==> src/rtl/neuron_pkg.sv <==
`default_nettype none
// ============================================================================
//  Package     : neuron_pkg
//  Description : Shared types and helpers for the LIF scan engine.
//                - scan_state_t : scan FSM encoding (IDLE / SCAN / DRAIN)
//                - spike_evt_t  : spike event word {ts, idx}
//                - sat_v        : clamp a widened potential into V range
//                The PKG_* widths are the build widths of the event word and
//                the membrane potential; top-level parameters default to them.
//  Revision    : 1.0 - initial release
// ============================================================================
package neuron_pkg;

    localparam int PKG_NEURON_ADDR = 4;
    localparam int PKG_TS_WIDTH    = 4;
    localparam int PKG_V_WIDTH     = 16;

    typedef enum logic [1:0] {
        S_IDLE  = 2'd0,
        S_SCAN  = 2'd1,
        S_DRAIN = 2'd2
    } scan_state_t;

    typedef struct packed {
        logic [PKG_TS_WIDTH-1:0]    ts;
        logic [PKG_NEURON_ADDR-1:0] idx;
    } spike_evt_t;

    // The sum carries two guard bits. If the top three bits agree the value
    // already fits; otherwise the sign bit picks which rail to clamp to.
    function automatic logic signed [PKG_V_WIDTH-1:0] sat_v(
        input logic signed [PKG_V_WIDTH+1:0] x
    );
        logic [2:0] top;
        top = x[PKG_V_WIDTH+1:PKG_V_WIDTH-1];
        if (top == 3'b000 || top == 3'b111) begin
            sat_v = x[PKG_V_WIDTH-1:0];
        end else if (x[PKG_V_WIDTH+1]) begin
            sat_v = {1'b1, {(PKG_V_WIDTH-1){1'b0}}};
        end else begin
            sat_v = {1'b0, {(PKG_V_WIDTH-1){1'b1}}};
        end
    endfunction

endpackage : neuron_pkg
`default_nettype wire

==> src/rtl/lif_update.sv <==
`default_nettype none
// ============================================================================
//  Module      : lif_update
//  Description : Combinational single-neuron leaky integrate-and-fire step.
//                v_next = sat(v - (v >>> LEAK_SHIFT) + i_data); fires when
//                v_next >= THRESHOLD, in which case the potential resets.
//                Optional macro LIF_REFRACTORY_EN adds the refractory count
//                ports (refr / refr_next); while counting, input is ignored.
//  Ports       : v (in), refr (in, macro), i_data (in),
//                v_next (out), refr_next (out, macro), spike (out)
//  Revision    : 1.0 - initial release
// ============================================================================
module lif_update
    import neuron_pkg::*;
#(
    parameter int V_WIDTH    = PKG_V_WIDTH,
    parameter int I_WIDTH    = 16,
    parameter int THRESHOLD  = 1000,
    parameter int V_RESET    = 0,
    parameter int LEAK_SHIFT = 4
`ifdef LIF_REFRACTORY_EN
    ,
    parameter int REFRACT    = 2,
    parameter int REFR_W     = 2
`endif
) (
    input  logic signed [V_WIDTH-1:0] v,
`ifdef LIF_REFRACTORY_EN
    input  logic        [REFR_W-1:0]  refr,
    output logic        [REFR_W-1:0]  refr_next,
`endif
    input  logic signed [I_WIDTH-1:0] i_data,
    output logic signed [V_WIDTH-1:0] v_next,
    output logic                      spike
);

    localparam int                        c_sum_w     = V_WIDTH + 2;
    localparam logic signed [V_WIDTH-1:0] c_threshold = V_WIDTH'(THRESHOLD);
    localparam logic signed [V_WIDTH-1:0] c_v_reset   = V_WIDTH'(V_RESET);

    logic signed [V_WIDTH-1:0] w_leak;
    logic signed [c_sum_w-1:0] w_v_ext;
    logic signed [c_sum_w-1:0] w_leak_ext;
    logic signed [c_sum_w-1:0] w_i_ext;
    logic signed [c_sum_w-1:0] w_sum;
    logic signed [V_WIDTH-1:0] w_v_sat;
    logic                      w_fire;

    assign w_leak     = v >>> LEAK_SHIFT;
    assign w_v_ext    = {{2{v[V_WIDTH-1]}}, v};
    assign w_leak_ext = {{2{w_leak[V_WIDTH-1]}}, w_leak};
    assign w_i_ext    = {{(c_sum_w-I_WIDTH){i_data[I_WIDTH-1]}}, i_data};
    assign w_sum      = w_v_ext - w_leak_ext + w_i_ext;
    assign w_v_sat    = sat_v(w_sum);
    assign w_fire     = (w_v_sat >= c_threshold);

`ifdef LIF_REFRACTORY_EN
    logic w_refractory;
    assign w_refractory = (refr != '0);
    assign spike        = w_fire && !w_refractory;
    assign v_next       = (w_refractory || w_fire) ? c_v_reset : w_v_sat;
    assign refr_next    = w_refractory ? (refr - REFR_W'(1))
                        : (w_fire ? REFR_W'(REFRACT) : '0);
`else
    assign spike  = w_fire;
    assign v_next = w_fire ? c_v_reset : w_v_sat;
`endif

endmodule : lif_update
`default_nettype wire

==> src/rtl/lif_scan_core.sv <==
`default_nettype none
// ============================================================================
//  Module      : lif_scan_core
//  Description : Time-multiplexed LIF engine. Each tick scans all neurons
//                once through lif_update and pushes one {timestep, idx} event
//                per spike into a downstream FIFO (active-low push). A single
//                event register holds the pending event; while it is blocked
//                by `full` the scan freezes so no event is ever dropped.
//                Optional macro LIF_REFRACTORY_EN adds per-neuron refractory
//                counters.
//  Ports       : clk, rst_n (async, active low), tick, i_addr/i_data (current
//                lookup, combinational), full, push_req_n, evt_data, busy,
//                done, timestep, tick_overrun
//  Revision    : 1.0 - initial release
// ============================================================================
module lif_scan_core
    import neuron_pkg::*;
#(
    parameter int NUM_NEURONS = 16,
    parameter int NEURON_ADDR = PKG_NEURON_ADDR,
    parameter int TS_WIDTH    = PKG_TS_WIDTH,
    parameter int V_WIDTH     = PKG_V_WIDTH,
    parameter int I_WIDTH     = 16,
    parameter int THRESHOLD   = 1000,
    parameter int V_RESET     = 0,
    parameter int LEAK_SHIFT  = 4,
    parameter int REFRACT     = 2
) (
    input  logic                            clk,
    input  logic                            rst_n,
    input  logic                            tick,
    output logic [NEURON_ADDR-1:0]          i_addr,
    input  logic [I_WIDTH-1:0]              i_data,
    input  logic                            full,
    output logic                            push_req_n,
    output logic [TS_WIDTH+NEURON_ADDR-1:0] evt_data,
    output logic                            busy,
    output logic                            done,
    output logic [TS_WIDTH-1:0]             timestep,
    output logic                            tick_overrun
);

    localparam logic signed [V_WIDTH-1:0]   c_v_reset  = V_WIDTH'(V_RESET);
    localparam logic [NEURON_ADDR-1:0]      c_last_idx = NEURON_ADDR'(NUM_NEURONS - 1);

    scan_state_t                state_q, state_d;
    logic [NEURON_ADDR-1:0]     idx_q, idx_d;
    logic [TS_WIDTH-1:0]        ts_q, ts_d;
    logic                       evt_valid_q, evt_valid_d;
    spike_evt_t                 evt_q, evt_d;
    logic                       overrun_q, overrun_d;
    logic signed [V_WIDTH-1:0]  v_q [NUM_NEURONS];
    logic signed [V_WIDTH-1:0]  v_d [NUM_NEURONS];

    logic signed [V_WIDTH-1:0]  w_v_cur;
    logic signed [V_WIDTH-1:0]  w_v_next;
    logic                       w_spike;
    logic                       w_stall;
    logic                       w_proc;

`ifdef LIF_REFRACTORY_EN
    localparam int c_refr_w = (REFRACT > 0) ? $clog2(REFRACT + 1) : 1;
    logic [c_refr_w-1:0] refr_q [NUM_NEURONS];
    logic [c_refr_w-1:0] refr_d [NUM_NEURONS];
    logic [c_refr_w-1:0] w_refr_next;
`endif

    // A pending event that the FIFO refuses freezes the whole scan.
    assign w_stall = evt_valid_q && full;
    assign w_proc  = (state_q == S_SCAN) && !w_stall;
    assign w_v_cur = v_q[idx_q];

    lif_update #(
        .V_WIDTH    (V_WIDTH),
        .I_WIDTH    (I_WIDTH),
        .THRESHOLD  (THRESHOLD),
        .V_RESET    (V_RESET),
        .LEAK_SHIFT (LEAK_SHIFT)
`ifdef LIF_REFRACTORY_EN
        ,
        .REFRACT    (REFRACT),
        .REFR_W     (c_refr_w)
`endif
    ) u_lif_update (
        .v          (w_v_cur),
`ifdef LIF_REFRACTORY_EN
        .refr       (refr_q[idx_q]),
        .refr_next  (w_refr_next),
`endif
        .i_data     ($signed(i_data)),
        .v_next     (w_v_next),
        .spike      (w_spike)
    );

    always_comb begin
        state_d     = state_q;
        idx_d       = idx_q;
        ts_d        = ts_q;
        evt_valid_d = evt_valid_q;
        evt_d       = evt_q;
        overrun_d   = overrun_q;
        v_d         = v_q;
`ifdef LIF_REFRACTORY_EN
        refr_d      = refr_q;
`endif

        if (tick && (state_q != S_IDLE)) begin
            overrun_d = 1'b1;
        end

        case (state_q)
            S_IDLE: begin
                if (tick) begin
                    state_d = S_SCAN;
                    idx_d   = '0;
                end
            end
            S_SCAN: begin
                if (w_proc) begin
                    v_d[idx_q] = w_v_next;
`ifdef LIF_REFRACTORY_EN
                    refr_d[idx_q] = w_refr_next;
`endif
                    // Not stalled: any pending event is accepted this edge,
                    // so the register is free for this neuron's spike.
                    evt_valid_d = w_spike;
                    if (w_spike) begin
                        evt_d.ts  = ts_q;
                        evt_d.idx = idx_q;
                    end
                    // Wraps back to 0 after the last neuron.
                    idx_d = idx_q + NEURON_ADDR'(1);
                    if (idx_q == c_last_idx) begin
                        state_d = S_DRAIN;
                    end
                end
            end
            S_DRAIN: begin
                if (!w_stall) begin
                    evt_valid_d = 1'b0;
                    state_d     = S_IDLE;
                    ts_d        = ts_q + TS_WIDTH'(1);
                end
            end
            default: begin
                state_d = S_IDLE;
            end
        endcase
    end

    always_ff @(posedge clk or negedge rst_n) begin
        if (!rst_n) begin
            state_q     <= S_IDLE;
            idx_q       <= '0;
            ts_q        <= '0;
            evt_valid_q <= 1'b0;
            evt_q       <= '0;
            overrun_q   <= 1'b0;
            for (int n = 0; n < NUM_NEURONS; n++) begin
                v_q[n] <= c_v_reset;
`ifdef LIF_REFRACTORY_EN
                refr_q[n] <= '0;
`endif
            end
        end else begin
            state_q     <= state_d;
            idx_q       <= idx_d;
            ts_q        <= ts_d;
            evt_valid_q <= evt_valid_d;
            evt_q       <= evt_d;
            overrun_q   <= overrun_d;
            v_q         <= v_d;
`ifdef LIF_REFRACTORY_EN
            refr_q      <= refr_d;
`endif
        end
    end

    assign i_addr       = idx_q;
    assign push_req_n   = !evt_valid_q;
    assign evt_data     = evt_q;
    assign busy         = (state_q != S_IDLE);
    // The timestep closes in the DRAIN cycle whose event (if any) leaves.
    assign done         = (state_q == S_DRAIN) && !w_stall;
    assign timestep     = ts_q;
    assign tick_overrun = overrun_q;

endmodule : lif_scan_core
`default_nettype wire
==> config.mk <==
export PLATFORM = sky130hd
export DESIGN_NAME = lif_scan_core
export DESIGN_NICKNAME = d
export VERILOG_FILES = /design/src/rtl/neuron_pkg.sv /design/src/rtl/lif_update.sv /design/src/rtl/lif_scan_core.sv
export SDC_FILE = /design/constraint.sdc
export NUM_CORES = 1
export LEC_CHECK = 0
export CORE_ASPECT_RATIO = 0.9
export CORE_MARGIN = 8
export CORE_UTILIZATION = 45
export CTS_BUF_LIST = sky130_fd_sc_hd__clkbuf_8 sky130_fd_sc_hd__clkbuf_16
export CTS_CLUSTER_DIAMETER = 40
export DETAILED_ROUTE_END_ITERATION = 6
export MAX_ROUTING_LAYER = met4
export PLACE_DENSITY = 0.73
export SETUP_SLACK_MARGIN = 0.5
export SYNTH_ARGS = -nofsm -noshare
export SYNTH_HDL_FRONTEND = slang
export SYNTH_SLANG_ARGS = --single-unit
export TNS_END_PERCENT = 100
==> constraint.sdc <==
create_clock -name clk -period 7.5 [get_ports clk]
set_clock_uncertainty 0.2 [all_clocks]
set_input_delay 1.125 -clock clk [delete_from_list [all_inputs] [get_ports clk]]
set_output_delay 1.125 -clock clk [all_outputs]
set_load 0.005 [all_outputs]
==> Word level (Yosys, flattened, before mapping) <==
Index checks and enable logic that the tools add are counted.
{ "word_totals": {"reg_bits": 276, "inputBits": 20, "output_inout_bits": 20, "elab_cells": 79} }
{ "classes": {"add_sub_neg": 4, "order_cmp": 3, "n_eq_ne": 8, "muxes": 20, "n_bitwise": 2, "n_reduce_logical": 19} }
{ "op_table": {"columns": ["cell", "n"], "rows": [
  ["256-bit bitwise mux", 1],
  ["16-bit two-way mux", 6],
  ["16-bit binary-select mux with 4-bit select", 1],
  ["16-bit demux with 4-bit select", 1],
  ["17-bit by 16-bit adder with 18-bit output", 1],
  ["16-bit by 12-bit subtractor with 17-bit output", 1],
  ["16-bit by 11-bit greater-or-equal comparator with 1-bit output (second input constant)", 1],
  ["3-bit AND reduction", 3],
  ["4-bit by 1-bit adder with 4-bit output (second input constant)", 2],
  ["2-bit two-way mux", 4],
  ["4-bit two-way mux", 2],
  ["4-bit case mux with 2 select lines", 1],
  ["2-bit inequality test (second input constant)", 3],
  ["2-bit case mux with 3 select lines", 1],
  ["2-bit nonzero test", 3],
  ["5-bit greater-or-equal comparator (second input constant)", 1],
  ["1-bit logical AND", 5],
  ["5-bit by 1-bit less-than comparator with 1-bit output (second input constant)", 1],
  ["4-bit NOT with 5-bit output", 1],
  ["4-bit == test (second input constant)", 1],
  ["2-bit AND reduction", 2],
  ["4-bit AND reduction", 1],
  ["3-bit == test (second input constant)", 1],
  ["3-bit zero test", 1],
  ["9 further kinds", 11]
]} }

==> Depth between registers and ports, before layout <==
Gate-level depths: netlist of run 1.
{ "depth": {"word_depth": 12, "ltp_mapped": 20} }

==> By module <==
From an unflattened synthesis of run 1, not the netlist that was laid out.
{ "hier_totals": {"cells_unflattened": 1071, "hier_area_um2": 14838.0} }
{ "by_module_without_submodules": {"columns": ["mod", "n_inst", "cells_per_inst", "area_each_um2", "seq_area_each_um2"], "rows": [
  ["lif_scan_core", 1, 779, 12841.1, 6906.6],
  ["lif_update", 1, 292, 1996.9, 0.0]
]} }

==> Least setup slack after synthesis of run 1 <==
No wires, ideal clock.
{ "synth_path": {"kind": "flip-flop to flip-flop", "startpoint": "register idx_q[0] (netlist: i_addr[0])", "endpoint": "register v_q[106] (netlist bit)", "setup_ps": 64, "arrival_time_ps": 6196, "required_time_ps": 7236, "path_slack_ps": 1039, "stages_incl_launch_ff": 19, "synth_period_minus_slack_ps": 6461, "path_cell_list": "dfrtp_1 > clkbuf_1 > buf_1 > buf_1 > mux4_2 > mux4_2 > fa_1 > inv_1 > ha_1 > buf_2 > a21o_1 > a22o_1 > or3b_2 > a21bo_2 > a2111oi_2 > o21ai_1 > nor3b_1 > buf_2 > mux2_2"} }
{ "synth_via": {"elab_chain_cells": 12, "word_cells_on_any_way": 19} }
{ "synth_rtl": {"columns": ["item", "line", "text"], "rows": [
  ["from (decl)", "lif_scan_core.sv:47", "logic [NEURON_ADDR-1:0] idx_q, idx_d;"],
  ["from (signal assigned)", "lif_scan_core.sv:167", "idx_q <= idx_d;"],
  ["4-bit NOT with 5-bit output (implied by the code) *", "lif_scan_core.sv:71, lif_scan_core.sv:120", null],
  ["16-bit binary-select mux with 4-bit select", "lif_scan_core.sv:71", "assign w_v_cur = v_q[idx_q];"],
  ["16-bit two-way mux (implied by the code) (2 in series)", "lif_scan_core.sv:71", null],
  ["16-bit by 12-bit subtractor with 17-bit output", "lif_update.sv:53", "assign w_sum = w_v_ext - w_leak_ext + w_i_ext;"],
  ["17-bit by 16-bit adder with 18-bit output", "lif_update.sv:53", null],
  ["3-bit == test / 3-bit zero test (equally long branches)", "neuron_pkg.sv:36", "if (top == 3'b000 || top == 3'b111) begin"],
  ["1-bit logical OR", "neuron_pkg.sv:36", null],
  ["16-bit two-way mux", "neuron_pkg.sv:36", null],
  ["16-bit by 11-bit greater-or-equal comparator with 1-bit output", "lif_update.sv:55", "assign w_fire = (w_v_sat >= c_threshold);"],
  ["16-bit two-way mux", "lif_update.sv:66", "assign v_next = w_fire ? c_v_reset : w_v_sat;"],
  ["256-bit bitwise mux *", "lif_scan_core.sv:120", "v_d[idx_q] = w_v_next;"],
  ["to (signal, indexed assignment)", "lif_scan_core.sv:160", "v_q[n] <= c_v_reset;"],
  ["to (signal assigned)", "lif_scan_core.sv:172", "v_q <= v_d;"],
  ["to (decl)", "lif_scan_core.sv:52", "logic signed [V_WIDTH-1:0] v_q [NUM_NEURONS];"]
]} }
Every way passes the cells marked *; elsewhere a longest branch is shown, timed or not. The select of a mux whose other input is x is not followed.
A chain may end at the register's enable or synchronous reset.

==> Worst setup path in the final report of run 1 <==
{ "layout_path": {"startpoint": "register idx_q[1] (netlist: i_addr[1])", "endpoint": "register v_q[3] (netlist bit)"} }
The elaborated chain is that of the path after synthesis.

==> metrics.txt, run 1 <==
status finished clean; final net count around 1300; Tcrit/Tclk final 0.8634; initial antenna violation count 0; GRT Util Overall 0.1933; Post-Synth Simple-Gate Area 0.08452; Seq cells post-synth around 280; dpl hpwl 20700 µm; Routed Antenna Nets 0; multi-input logic area between 0.006 and 0.007 mm²; cts hold-fix bufs 0; CP required ~7.7 ns; die height about 180 µm; Most common cell on crit path mux4_2; Max Slew Vio Count 0; ys flop type dfrtp_1; Syn Inst Count between 1000 and 1500; via density per instance approximately 5.7; setup_tns 0 ns; FMAX approximately 150 MHz; Distinct cells, synth 53; synth warn 0; Pre-antenna DRT Iters 5; Worst slew margin 0.3491; largest family of logic cells by synthesized area multiplexers; worst path cell trace buf_12 -> mux4_2 -> mux4_2 -> fa_1 -> inv_1 -> ha_1 -> a21oi_1 -> a211oi_1 -> or3b_2 -> a21boi_1 -> o211ai_1 -> mux2_2 -> o31ai_4 -> nand2_1 -> o21ai_0; Die ar. around 0.037 mm²; Sequential cell area between 0.006 and 0.007 mm²; mapped cell area ~0.014 mm²; mean routed wirelength per cell a little over 20 µm; Setup Fix Bufs, Post-CTS 0; Post-synth EDFFs 0; WL final around 34000 µm; CTS H-tree lvls 2; initial core utilization 0.4524; Layout fillers between 2000 and 3000; CP max stage delay 0.95 ns; CTS tree built; synthesized area per cell about 12 µm²; RSZ-0062 raised after global routing no; Tightest Pin Transition about 0.98 ns; final setup vio count 0; proportion of synthesized area in mux cells 0.2177; number of global-route vias before repair around 9600; post-synth net total about 1200; port buffer count 39; Num CTS Buffers 38; post-synthesis adder-cell area fraction 0.04439; Rows 61; Ant. Diodes 0; GPL Wtd Cong 0.8481; share of layout cells above drive strength 1 0.2435; CP max FO 34; fin area between 0.015 and 0.02 mm²; Die Wd approximately 200 µm; first-pass GRT wire length 54810 µm; worst hold slack ~0.26 ns; hold crit path type reg2reg; CTS root buf clkbuf_16; clock latency on the worst-skew pair 0.53 ns; core area ~0.03 mm²; Final Hold Viols 0; final core occ 0.5223; vias post-DR 9400; Async SR Flop Fraction 1.000; Setup CP Type reg2reg; Critical Path Start Type flip-flop; CP max-delay cell dfrtp_2; drt drc 0; max cap viols 0; I/O Pins 40; Initial DRC Count between 800 and 900; largest net degree at the start of global routing roughly 170; CTS sink cnt 276; PostCTS Resize Cnt 0; global route overflow 0; clk slew on worst S/H paths roughly 0.060 ns; Final min period around 6.5 ns; DP Area about 0.015 mm²; Longest Clk Path Bufs 3; Worst Path Arrival ~6.7 ns; Seq/Total Area, Yosys 0.5000; crit path capture type flip-flop; Area growth syn-to-layout 15.44%; Compound-Gate Fraction of Synth Area 0.1005; Post-Synth XOR/XNOR Area 0.01078
==> sequential cells by signal, indices dropped and copies added (netlist names) <==
signal	flops
evt_data	8
timestep	4
state_q	2
v_q	256
tick_overrun	1
evt_valid_q	1
i_addr	4
==> synth_stat cells (all sizes together), types with 4 or more instances <==
master / count / area [µm²]
ha: 25 / 312.8
xnor2: 7 / 61.31
nand2b: 4 / 25.02
nor3: 4 / 20.02
dfrtp: 276 / 6907
o211ai: 6 / 45.04
nand3: 26 / 130.1
o21ai: 174 / 870.8
inv: 70 / 262.8
mux2: 107 / 1205
fa: 15 / 300.3
a211oi: 9 / 67.56
clkbuf: 66 / 247.7
a21oi: 18 / 90.09
nand2: 186 / 698.2
nor2b: 6 / 37.54
nand4: 5 / 31.28
mux4: 80 / 1802
or2: 5 / 31.28
a21o: 12 / 90.09
xor2: 10 / 87.58
a31oi: 4 / 25.02
buf: 18 / 71.31
nor2: 20 / 75.07
==> per-stage QoR <==
| stage | instances | setup slack, ns |
|---|---|---|
| finish | 1645 | 1.024 |
| global route | 1645 | 0.6644 |
| CTS | 1645 | 1.083 |
| detailed placement | 1579 | 1.144 |
| global placement | 1579 | 1.185 |
| floorplan | 1189 | 1.039 |
==> path summary, 6_finish.rpt <==
kind | startpoint | to | slack, ns | depth (start not counted)
max | i_addr[1] | v_q[3] | 1.02 | 15
min | tick_overrun | tick_overrun | 0.26 | 1
max reg2reg | i_addr[1] | v_q[3] | 1.02 | 15
min reg2reg | tick_overrun | tick_overrun | 0.26 | 1
max in group asynchronous | rst_n | i_addr[0] | 5.11 | 2
min in group asynchronous | rst_n | v_q[176] | 0.49 | 1
==> area by class of cell <==
cell class,instances,share of cell area
well taps,409,0.03210
clock buffers,47,0.06741
repair buffers,65,0.03939
inverters,70,0.01648
multi-input cells,759,0.3988
clock inverters,19,0.01232
flip-flops and latches,276,0.4335
==> cells by family after synthesis <==
group / after synthesis
adder cells (fa/ha/maj): 40
AO/OA/AOI/OAI: 243
flip-flops: 276
XOR/XNOR: 17
multiplexers: 187
AND/OR/NAND/NOR: 272
buffers and inverters: 154
==> cells in the final DEF, fill, tap and decap left out, types with 19 or more instances in the layout <==
cell type          n
mux2_2           107
mux4_2            80
o21ai_0          173
ha_1              25
inv_1             72
nor2_1            20
nand2_1          186
nand3_1           19
dfrtp_1          274
clkbuf_16         38
clkdlybuf4s50_1   38
buf_4             23
==> worst max-delay path: cells and delay by family (launching register included) <==
| kind | cells | cell delay [ns] |
|---|---|---|
| and+or+nand+nor | 2 | 0.97 |
| AOI/OAI and AO/OA | 6 | 1.76 |
| buffers and inverters | 2 | 0.33 |
| muxes | 3 | 1.24 |
| DFF | 1 | 0.95 |
| adders and majority gates | 2 | 0.90 |
==> routing by layer <==
layer / part of all wire / track usage
met5: 0 / -
met4: 0.029 / 0.05765
met3: 0.069 / 0.03988
met2: 0.47 / 0.2993
met1: 0.44 / 0.2564
Power of run 1 is left out: the tool's default activity adds up to more than one toggle a clock period on the data nets, which glitch-free logic cannot reach.
==> inputs of run 2 (changes only) <==
--- a/config.mk
+++ b/config.mk
@@ -11,9 +11,12 @@
 export CTS_BUF_LIST = sky130_fd_sc_hd__clkbuf_8 sky130_fd_sc_hd__clkbuf_16
 export CTS_CLUSTER_DIAMETER = 40
 export DETAILED_ROUTE_END_ITERATION = 6
+export GPL_ROUTABILITY_DRIVEN = 0
+export HOLD_SLACK_MARGIN = 0.1
 export MAX_ROUTING_LAYER = met4
 export PLACE_DENSITY = 0.73
 export SETUP_SLACK_MARGIN = 0.5
+export SLEW_MARGIN = 20
 export SYNTH_ARGS = -nofsm -noshare
 export SYNTH_HDL_FRONTEND = slang
 export SYNTH_SLANG_ARGS = --single-unit
==> results of run 2 <==
No change in the layout: final DEF, timing and power equal those of run 1.
Power of run 2 is left out for the same reason.
